--- src/rtl/mips_pkg.sv ---
// Shared types and defaults for the MEM/WB stage: FSM encoding, widths and
// a small address-alignment helper.
package mips_pkg;

  localparam int DATA_W_DEF = 32;
  localparam int REG_W_DEF  = 5;
  localparam int CNT_W      = 8;

  typedef enum logic {
    IDLE = 1'b0,
    WAIT = 1'b1
  } state_t;

  function automatic logic is_misaligned(input logic [1:0] addr_lsb);
    return addr_lsb != 2'b00;
  endfunction

endpackage

--- src/rtl/mem_wb_stage_if.sv ---
// Data-memory request/ready bus between the MEM stage (master) and memory (slave).
interface mem_wb_stage_if #(
  parameter int DATA_W = mips_pkg::DATA_W_DEF
);

  logic              mem_req;
  logic              mem_we;
  logic [DATA_W-1:0] mem_addr;
  logic [DATA_W-1:0] mem_wdata;
  logic [DATA_W-1:0] mem_rdata;
  logic              mem_ready;

  modport master (
    output mem_req, mem_we, mem_addr, mem_wdata,
    input  mem_rdata, mem_ready
  );

  modport slave (
    input  mem_req, mem_we, mem_addr, mem_wdata,
    output mem_rdata, mem_ready
  );

endinterface

--- src/rtl/mem_wb_reg.sv ---
// MEM/WB pipeline register: clears to a bubble when bubble_i is set,
// otherwise captures its inputs when load_i is set and holds them otherwise.
module mem_wb_reg #(
  parameter int DATA_W = mips_pkg::DATA_W_DEF,
  parameter int REG_W  = mips_pkg::REG_W_DEF
) (
  input  logic              clk,
  input  logic              rst_n,
  input  logic              load_i,
  input  logic              bubble_i,
  input  logic              valid_i,
  input  logic              reg_write_i,
  input  logic              mem_to_reg_i,
  input  logic [DATA_W-1:0] read_data_i,
  input  logic [DATA_W-1:0] alu_result_i,
  input  logic [REG_W-1:0]  dest_i,
  output logic              valid_o,
  output logic              reg_write_o,
  output logic              mem_to_reg_o,
  output logic [DATA_W-1:0] read_data_o,
  output logic [DATA_W-1:0] alu_result_o,
  output logic [REG_W-1:0]  dest_o
);

  logic              valid_q;
  logic              reg_write_q;
  logic              mem_to_reg_q;
  logic [DATA_W-1:0] read_data_q;
  logic [DATA_W-1:0] alu_result_q;
  logic [REG_W-1:0]  dest_q;

  // NOTE: sequential state uses non-blocking (<=) so every flop samples pre-edge values.
  always_ff @(posedge clk or negedge rst_n) begin
    if (!rst_n) begin
      valid_q      <= 1'b0;
      reg_write_q  <= 1'b0;
      mem_to_reg_q <= 1'b0;
      read_data_q  <= '0;
      alu_result_q <= '0;
      dest_q       <= '0;
    end else if (bubble_i) begin
      valid_q      <= 1'b0;
      reg_write_q  <= 1'b0;
      mem_to_reg_q <= 1'b0;
      read_data_q  <= '0;
      alu_result_q <= '0;
      dest_q       <= '0;
    end else if (load_i) begin
      valid_q      <= valid_i;
      reg_write_q  <= reg_write_i;
      mem_to_reg_q <= mem_to_reg_i;
      read_data_q  <= read_data_i;
      alu_result_q <= alu_result_i;
      dest_q       <= dest_i;
    end
  end

  assign valid_o      = valid_q;
  assign reg_write_o  = reg_write_q;
  assign mem_to_reg_o = mem_to_reg_q;
  assign read_data_o  = read_data_q;
  assign alu_result_o = alu_result_q;
  assign dest_o       = dest_q;

endmodule

--- src/rtl/mem_wb_stage.sv ---
// MEM stage + MEM/WB register: runs loads/stores on the request/ready bus,
// stalls upstream while an access is pending and resolves branches.
module mem_wb_stage
  import mips_pkg::*;
#(
  parameter int DATA_W  = DATA_W_DEF,
  parameter int REG_W   = REG_W_DEF,
  parameter int TIMEOUT = 15
) (
  input  logic              clk,
  input  logic              rst_n,
  input  logic              in_valid,
  input  logic              Branch,
  input  logic              Zero,
  input  logic              MemRead,
  input  logic              MemWrite,
  input  logic              MemtoReg,
  input  logic              RegWrite,
  input  logic [DATA_W-1:0] Add,
  input  logic [DATA_W-1:0] ALUResult,
  input  logic [DATA_W-1:0] ReadData2,
  input  logic [REG_W-1:0]  Mux,
  output logic              pcsrc,
  output logic [DATA_W-1:0] branch_target,
  output logic              stall,
  mem_wb_stage_if.master    dmem,
  output logic              mem_err,
  output logic              wb_valid,
  output logic              RegWrite_Out,
  output logic              MemtoReg_Out,
  output logic [DATA_W-1:0] ReadData_Out,
  output logic [DATA_W-1:0] ALUResult_Out,
  output logic [REG_W-1:0]  Mux_Out
);

  state_t            state_q, state_d;
  logic [CNT_W-1:0]  cnt_q, cnt_d;
  logic              mem_req_q, mem_req_d;
  logic              mem_we_q, mem_we_d;
  logic [DATA_W-1:0] mem_addr_q, mem_addr_d;
  logic [DATA_W-1:0] mem_wdata_q, mem_wdata_d;
  logic              mem_err_q, mem_err_d;

  logic              mem_op;
  logic              misal;
  logic              start;
  logic              timeout_hit;
  logic              wb_load;
  logic              wb_rw_en;
  logic [DATA_W-1:0] wb_rdata;

  assign mem_op      = in_valid & (MemRead | MemWrite);
  assign misal       = mem_op & is_misaligned(ALUResult[1:0]);
  assign start       = mem_op & ~misal;
  assign timeout_hit = (state_q == WAIT) & ~dmem.mem_ready
                     & (cnt_q == CNT_W'(TIMEOUT - 1));

  assign pcsrc         = Branch & Zero & in_valid;
  assign branch_target = Add;

  always_ff @(posedge clk or negedge rst_n) begin
    if (!rst_n) state_q <= IDLE;
    else        state_q <= state_d;
  end

  // NOTE: every always_comb output gets a default first, so no path can infer a latch.
  always_comb begin
    state_d = state_q;
    unique case (state_q)
      IDLE: if (start) state_d = WAIT;
      WAIT: if (dmem.mem_ready || timeout_hit) state_d = IDLE;
      default: state_d = IDLE;
    endcase
  end

  // Stage outputs: stall, and what (if anything) MEM/WB captures this cycle.
  always_comb begin
    stall    = 1'b0;
    wb_load  = 1'b0;
    wb_rw_en = 1'b0;
    wb_rdata = '0;
    unique case (state_q)
      IDLE: begin
        stall    = start;
        wb_load  = in_valid & ~start;
        wb_rw_en = ~misal;
      end
      WAIT: begin
        stall    = ~dmem.mem_ready & ~timeout_hit;
        wb_load  = dmem.mem_ready | timeout_hit;
        wb_rw_en = dmem.mem_ready;
        if (dmem.mem_ready && !mem_we_q) wb_rdata = dmem.mem_rdata;
      end
      default: ;
    endcase
  end

  // Bus drive, WAIT counter and sticky error flag.
  always_comb begin
    cnt_d       = cnt_q;
    mem_req_d   = mem_req_q;
    mem_we_d    = mem_we_q;
    mem_addr_d  = mem_addr_q;
    mem_wdata_d = mem_wdata_q;
    mem_err_d   = mem_err_q;
    unique case (state_q)
      IDLE: begin
        if (start) begin
          mem_req_d   = 1'b1;
          mem_we_d    = MemWrite;
          mem_addr_d  = {ALUResult[DATA_W-1:2], 2'b00};
          mem_wdata_d = ReadData2;
          cnt_d       = '0;
        end
        if (misal) mem_err_d = 1'b1;
      end
      WAIT: begin
        if (dmem.mem_ready || timeout_hit) begin
          mem_req_d = 1'b0;
          mem_we_d  = 1'b0;
          if (timeout_hit) mem_err_d = 1'b1;
        end else begin
          cnt_d = cnt_q + CNT_W'(1);
        end
      end
      default: ;
    endcase
  end

  always_ff @(posedge clk or negedge rst_n) begin
    if (!rst_n) begin
      cnt_q       <= '0;
      mem_req_q   <= 1'b0;
      mem_we_q    <= 1'b0;
      mem_addr_q  <= '0;
      mem_wdata_q <= '0;
      mem_err_q   <= 1'b0;
    end else begin
      cnt_q       <= cnt_d;
      mem_req_q   <= mem_req_d;
      mem_we_q    <= mem_we_d;
      mem_addr_q  <= mem_addr_d;
      mem_wdata_q <= mem_wdata_d;
      mem_err_q   <= mem_err_d;
    end
  end

  assign dmem.mem_req   = mem_req_q;
  assign dmem.mem_we    = mem_we_q;
  assign dmem.mem_addr  = mem_addr_q;
  assign dmem.mem_wdata = mem_wdata_q;
  assign mem_err        = mem_err_q;

  mem_wb_reg #(
    .DATA_W (DATA_W),
    .REG_W  (REG_W)
  ) u_mem_wb_reg (
    .clk          (clk),
    .rst_n        (rst_n),
    .load_i       (wb_load),
    .bubble_i     (~wb_load),
    .valid_i      (1'b1),
    .reg_write_i  (RegWrite & wb_rw_en),
    .mem_to_reg_i (MemtoReg),
    .read_data_i  (wb_rdata),
    .alu_result_i (ALUResult),
    .dest_i       (Mux),
    .valid_o      (wb_valid),
    .reg_write_o  (RegWrite_Out),
    .mem_to_reg_o (MemtoReg_Out),
    .read_data_o  (ReadData_Out),
    .alu_result_o (ALUResult_Out),
    .dest_o       (Mux_Out)
  );

endmodule

--- src/flat_wrapper.sv ---
// flat-port wrapper written by rule: the top's interface ports become plain ports
module mem_wb_stage_flat import mips_pkg::*;
#(
  parameter int DATA_W  = DATA_W_DEF,
  parameter int REG_W   = REG_W_DEF,
  parameter int TIMEOUT = 15
)
  (clk, rst_n, in_valid, Branch, Zero, MemRead, MemWrite, MemtoReg, RegWrite, Add, ALUResult, ReadData2, Mux, pcsrc, branch_target, stall, mem_err, wb_valid, RegWrite_Out, MemtoReg_Out, ReadData_Out, ALUResult_Out, Mux_Out, dmem_mem_req, dmem_mem_we, dmem_mem_addr, dmem_mem_wdata, dmem_mem_rdata, dmem_mem_ready);
  mem_wb_stage_if #(.DATA_W(DATA_W)) dmem_i ();
  input  logic clk;
  input  logic rst_n;
  input  logic in_valid;
  input  logic Branch;
  input  logic Zero;
  input  logic MemRead;
  input  logic MemWrite;
  input  logic MemtoReg;
  input  logic RegWrite;
  input  logic [DATA_W-1:0] Add;
  input  logic [DATA_W-1:0] ALUResult;
  input  logic [DATA_W-1:0] ReadData2;
  input  logic [REG_W-1:0] Mux;
  output logic pcsrc;
  output logic [DATA_W-1:0] branch_target;
  output logic stall;
  output logic mem_err;
  output logic wb_valid;
  output logic RegWrite_Out;
  output logic MemtoReg_Out;
  output logic [DATA_W-1:0] ReadData_Out;
  output logic [DATA_W-1:0] ALUResult_Out;
  output logic [REG_W-1:0] Mux_Out;
  output wire logic [$bits(dmem_i.mem_req)-1:0] dmem_mem_req;
  output wire logic [$bits(dmem_i.mem_we)-1:0] dmem_mem_we;
  output wire logic [$bits(dmem_i.mem_addr)-1:0] dmem_mem_addr;
  output wire logic [$bits(dmem_i.mem_wdata)-1:0] dmem_mem_wdata;
  input wire logic [$bits(dmem_i.mem_rdata)-1:0] dmem_mem_rdata;
  input wire logic [$bits(dmem_i.mem_ready)-1:0] dmem_mem_ready;
  assign dmem_mem_req = dmem_i.mem_req;
  assign dmem_mem_we = dmem_i.mem_we;
  assign dmem_mem_addr = dmem_i.mem_addr;
  assign dmem_mem_wdata = dmem_i.mem_wdata;
  assign dmem_i.mem_rdata = dmem_mem_rdata;
  assign dmem_i.mem_ready = dmem_mem_ready;
  mem_wb_stage #(.DATA_W(DATA_W), .REG_W(REG_W), .TIMEOUT(TIMEOUT)) u_core (.clk(clk), .rst_n(rst_n), .in_valid(in_valid), .Branch(Branch), .Zero(Zero), .MemRead(MemRead), .MemWrite(MemWrite), .MemtoReg(MemtoReg), .RegWrite(RegWrite), .Add(Add), .ALUResult(ALUResult), .ReadData2(ReadData2), .Mux(Mux), .pcsrc(pcsrc), .branch_target(branch_target), .stall(stall), .dmem(dmem_i), .mem_err(mem_err), .wb_valid(wb_valid), .RegWrite_Out(RegWrite_Out), .MemtoReg_Out(MemtoReg_Out), .ReadData_Out(ReadData_Out), .ALUResult_Out(ALUResult_Out), .Mux_Out(Mux_Out));
endmodule
--- config.mk ---
export PLATFORM = sky130hd
export DESIGN_NAME = mem_wb_stage_flat
export DESIGN_NICKNAME = d
export VERILOG_FILES = /design/src/rtl/mips_pkg.sv /design/src/rtl/mem_wb_stage_if.sv /design/src/rtl/mem_wb_reg.sv /design/src/rtl/mem_wb_stage.sv /design/src/flat_wrapper.sv
export SDC_FILE = /design/constraint.sdc
export NUM_CORES = 1
export LEC_CHECK = 0
export ABC_AREA = 0
export CORE_AREA = 2 2 123 125
export CTS_CLUSTER_SIZE = 25
export DETAILED_ROUTE_END_ITERATION = 7
export DIE_AREA = 0 0 125 127
export PLACE_DENSITY = 0.78
export SYNTH_ARGS = -nofsm -noshare
export SYNTH_HDL_FRONTEND = slang
export SYNTH_SLANG_ARGS = --single-unit
--- constraint.sdc ---
create_clock -name clk -period 5.65 [get_ports clk]
set_input_delay 0.8475 -clock clk [delete_from_list [all_inputs] [get_ports clk]]
set_output_delay 0.8475 -clock clk [all_outputs]
set_load 0.1 [all_outputs]
# Word level (Yosys, flattened, before mapping)
# Index checks and enable logic that the tools add are counted.
classes:
  add_sub_neg: 1
  n_lt_le_gt_ge: 0
  div_mod_pow: 0
  n_reduce_logical: 8
  bitwise: 17
  eq_ne: 6
  mux: 26
  shifts: 0
  n_mul: 0
op_table:
  columns: ["operator", "count"]
  rows:
  - ["$mux 32", 4]
  - ["$mux 8", 2]
  - ["$pmux 8 s2", 1]
  - ["$pmux 1 s2", 7]
  - ["$mux 1", 11]
  - ["$and 1x1->1", 10]
  - ["$add 8x1->8 const B", 1]
  - ["$eq 8x4->1 const B", 1]
  - ["$ne 2x2->1 const B", 3]
  - ["$reduce_and 2->1", 3]
  - ["$mux 5", 1]
  - ["$not 1->1", 5]
  - ["$ne 2x1->1 const B", 2]
  - ["$reduce_and 3->1", 1]
  - ["$or 1x1->1", 2]
  - ["$reduce_bool 2->1", 1]
  - ["$logic_and 1x1->1", 1]
  - ["$logic_not 1->1", 1]
  - ["$logic_or 1x1->1", 1]
totals:
  register_bits: 146
  ram_bits: 0
  latchBits: 0
  elab_cells: 71
  output_inout_bits: 173
  rom_bits: 0
  mem_count: 0
  in_bits: 143

# Depth between registers and ports, before layout
logic_depth:
  depth_word: 9
  mapped_depth: 7
  ltp_nobuf: 6

# Hierarchy
# From an unflattened synthesis, not the netlist that was laid out.
unflattened:
  cells_unflattened: 633
  area_unflattened_um2: 6414.9
modules_own_cells:
  columns: ["module", "area_each_um2", "cells_per_inst", "instances", "seq_area_each_um2"]
  rows:
  - ["mem_wb_stage", 3474.6, 401, 1, 1851.8]
  - ["mem_wb_reg", 2940.3, 232, 1, 1801.7]

# Worst setup path after synthesis
# Ideal clock, no wire load.
synth_path:
  kind: "input-to-output"
  start: "in ALUResult[0]"
  end: "out stall"
  setup_slack_ns: 2.579
  arrival_time_ns: 2.224
  stages: 5
  t_required_ns: 4.803
  n_path_buf: 1
  cell_sequence: "nor2_1 nor4bb_1 clkbuf_1 nor2_1 inv_1"
synth_via:
  elab_chain_len: 5
synth_lines:
  columns: ["item", "line_no", "rtl"]
  rows:
  - ["start, declared", "flat_wrapper.sv:20", "input logic [DATA_W-1:0] ALUResult;"]
  - ["$reduce_bool 2->1", "mips_pkg.sv:15", "return addr_lsb != 2'b00;"]
  - ["$and 1x1->1", "mem_wb_stage.sv:53", "assign misal = mem_op & is_misaligned(ALUResult[1:0]);"]
  - ["$not 1->1", "mem_wb_stage.sv:54", "assign start = mem_op & ~misal;"]
  - ["$and 1x1->1", "mem_wb_stage.sv:54", null]
  - ["$pmux 1 s2", "mem_wb_stage.sv:82", "unique case (state_q)"]
  - ["end, declared", "flat_wrapper.sv:25", "output logic stall;"]
# Every way passes these cells.

# Worst setup path in the final report
layout_path:
  start: "in dmem_mem_ready"
  end: "out stall"
layout_via:
  elab_chain_len: 6
layout_lines:
  columns: ["item", "line_no", "rtl"]
  rows:
  - ["start, declared", "flat_wrapper.sv:38", "input wire logic [$bits(dmem_i.mem_ready)-1:0] dmem_mem_ready;"]
  - ["$not 1->1 *", "mem_wb_stage.sv:55, mem_wb_stage.sv:89", null]
  - ["$and 1x1->1", "mem_wb_stage.sv:55", "assign timeout_hit = (state_q == WAIT) & ~dmem.mem_ready"]
  - ["$and 1x1->1", "mem_wb_stage.sv:56", "& (cnt_q == CNT_W'(TIMEOUT - 1));"]
  - ["$not 1->1", "mem_wb_stage.sv:89", "stall = ~dmem.mem_ready & ~timeout_hit;"]
  - ["$and 1x1->1 *", "mem_wb_stage.sv:89", null]
  - ["$pmux 1 s2 *", "mem_wb_stage.sv:82", null]
# Every way passes the cells marked *; elsewhere a longest branch is shown, timed or not.

==> impl_metrics.tcl <==
set metrics [dict create \
    relSlewSlack_pct 25.9 \
    tightest_slew_ns 1.11 \
    diodes 0 \
    dpl-instance-area_um2 7960 \
    critPathMaxFanout 7 \
    synth.distinct_cells 39 \
    place_ws_ns 1.45 \
    netlist_area_um2 5530 \
    first_iter_violations 265 \
    slowest_stage "clkdlybuf4s50_1" \
    syn_avg_cell_area_um2 10.6 \
    async_reset_ff_share_pct 100 \
    reg2reg_from "u_core.cnt_q[0]" \
    r2r_cells 6 \
    grt.total_usage_pct 19.3 \
    cp-start-kind "input port" \
    synth-seq-cells 146 \
    worst_path_largest_cell_delay_ns 1.13 \
    syn_to_final_growth_pct 54.3 \
    dieArea_um2 15900 \
    cts.sink_count 146 \
    ant_nets 0 \
    max_freq_mhz 235 \
    clockRootBuffer "clkbuf_16" \
    status "complete, no violations" \
    gp_congestion 0.865 \
    synth-edff-count 0 \
    yosysWarnings 0 \
    grt_pass1_vias 4453 \
    timing.rr.end "u_core.u_mem_wb_reg.reg_write_o" \
    holdCritPathClass "input port to asynchronous set/reset pin" \
    syn_inst 519 \
    firstDrtPassIters 4 \
    cts_hold_buf 0 \
    wl_um 15300 \
    drv_slew 0 \
    rsz0062_at_grt "false" \
    wire_per_inst_um 16.4 \
    numPortBuffers 249 \
    hold_violations 0 \
    final_area_um2 8530 \
    final.period_utilization_pct 75.3 \
    finalPower_mw 3.81 \
    yosysSeqAreaShare_pct 66.1 \
    worstSetupPathType "input port to primary output" \
    core_area_um2 14400 \
    start_util_pct 38.3 \
    row_count 44 \
    cts_tree "built" \
    endpoint_kind "primary output" \
    clock_path_buffers 2 \
    antenna_found_initial 0 \
    powerDensity_nw_per_um2 447 \
    ir_drop_mv 0.249 \
    grt_max_degree 82 \
    io_pins 316 \
    final-setup-viol-count 0 \
    num_vias 4280 \
    drive_above_1_share_pct 5.09 \
    critPathRequiredTime_ns 4.80 \
    drc 0 \
    rrSetupSlack_ns 2.86 \
    viasPerCell 4.60 \
    min_period_ns 4.25 \
    clk_latency_ns 0.41 \
    fin_worst_skew_ns 0.00582 \
    dp.cells 899 \
    ctsHtreeMaxLevel 4 \
    ctsResizeCount 0 \
    cp_common_cell "clkdlybuf4s50_1" \
    instances_no_fill 930 \
    dp_hpwl_um 11100 \
    nNetsFinal 879 \
    grt_pass1_wl_um 24000 \
    fillers 1171 \
    cp.arrival_ns 3.41 \
    leakage_nw 4.01 \
    cts_buffers 17 \
    die_y_um 127 \
    drv_cap 0 \
    postCtsSetupBuffers 0 \
    clk_pin_slew_ns 0.06 \
    path_cells "clkdlybuf4s50_1, nor2b_1, o31a_1, nor2_1, inv_1, clkdlybuf4s50_1" \
    tns_ns 0 \
    layout_setup_ws_ns 1.40 \
    ys.flop_type "dfrtp_1" \
    die_x_um 125 \
    overflow 0 \
]
## through the flow
step | hold WS (ns) | util [%]
after floorplan | 0.481 | -
after global placement | 0.457 | 55.2
after detailed placement | 0.463 | 55.2
after CTS | 0.430 | 59.1
after global routing | 0.452 | 59.1
final | 0.422 | 59.1
## critical path: cells and delay by family
kind            cells  cell delay [ns]
buf+inv             3             1.76
simple gates        2             0.45
compound gates      1             0.35
## sequential cells by signal (all words and copies together), names as in the netlist
signal,count
u_core.cnt_q,8
u_core.dmem.mem_addr,30
u_core.dmem.mem_req,1
u_core.dmem.mem_wdata,32
u_core.dmem.mem_we,1
u_core.mem_err,1
u_core.state_q,1
u_core.u_mem_wb_reg.alu_result_o,32
u_core.u_mem_wb_reg.dest_o,5
u_core.u_mem_wb_reg.mem_to_reg_o,1
u_core.u_mem_wb_reg.read_data_o,32
u_core.u_mem_wb_reg.reg_write_o,1
u_core.u_mem_wb_reg.valid_o,1
## cells in the final DEF (no fill, tap or decap), types with 2 or more instances in the layout
| cell | instances |
|---|---|
| clkbuf_1 | 2 |
| nand2_1 | 194 |
| buf_4 | 3 |
| clkinv_2 | 5 |
| and3_1 | 2 |
| clkbuf_8 | 2 |
| conb_1 | 2 |
| nor2_1 | 11 |
| clkdlybuf4s50_1 | 248 |
| nor3_1 | 3 |
| inv_1 | 5 |
| and2_1 | 70 |
| nand3_1 | 3 |
| clkinvlp_4 | 2 |
| bufinv_16 | 2 |
| clkbuf_16 | 17 |
| ha_1 | 2 |
| a22o_1 | 2 |
| dfrtp_1 | 146 |
## routing by layer
| metal | share of wire, % | up-vias | global-route usage [%] | wire length, um |
|---|---|---|---|---|
| met3 | 6.0 | 64 | 5.15 | 917 |
| met2 | 53 | 184 | 33.6 | 8040 |
| met1 | 37 | 2033 | 22.0 | 5730 |
| li1 | - | 1999 | - | - |
| met5 | 0 | - | 0 | 0 |
| met4 | 3.9 | 0 | 10.1 | 597 |
## worst max-delay path by stage
stage                         startpoint    end  slack [ns]  depth (start not counted)
after global placement    dmem_mem_ready  stall        1.54                          6
after global routing      dmem_mem_ready  stall        1.35                          6
after floorplan             ALUResult[0]  stall        2.58                          5
after detailed placement  dmem_mem_ready  stall        1.45                          6
after CTS                 dmem_mem_ready  stall        1.43                          6
final                     dmem_mem_ready  stall        1.40                          6
## cells by family (layout without fill, tap and decap cells)
logic type	after synthesis	in the layout	share of synthesized area, %
AO/OA/AOI/OAI	11	11	1.56
XOR/XNOR	2	2	0.317
adder cells (fa/ha/maj)	2	2	0.453
buffers and inverters	62	288	6.66
flip-flops	146	146	66.1
multiplexers	2	2	0.385
other	1	2	0.0679
AND/OR/NAND/NOR	293	293	24.4
## cell usage after synthesis, types with 2 or more instances
cell type / number / share of area [%]
dfrtp_1: 146 / 66
nor2_1: 11 / 0.75
and3_1: 2 / 0.23
and2_1: 70 / 7.9
clkbuf_2: 2 / 0.18
inv_1: 5 / 0.34
buf_4: 35 / 4.8
nand2_1: 194 / 13
a22o_1: 2 / 0.32
ha_1: 2 / 0.45
nor3_1: 3 / 0.27
buf_1: 3 / 0.20
clkbuf_1: 16 / 1.1
nand3_1: 3 / 0.27
## area by class of cell
class | count | area, um2 | share of cell area, %
repair buffers | 252 | 2520 | 29.5
flip-flops and latches | 146 | 3650 | 42.8
multi-input cells | 312 | 1540 | 18.0
well taps | 184 | 230 | 2.70
clock buffers | 21 | 460 | 5.40
clock inverters | 10 | 109 | 1.28
inverters | 5 | 18.8 | 0.220
## report_power, final
part	leakage, nW	total, mW	switching [mW]	internal (mW)
logic	1.85	1.48	1.14	0.339
clock network	0.279	1.08	0.408	0.668
registers	1.89	1.26	0.0767	1.18
total	4.01	3.81	1.63	2.19
Note: power is estimated with default switching activity, not from simulation.
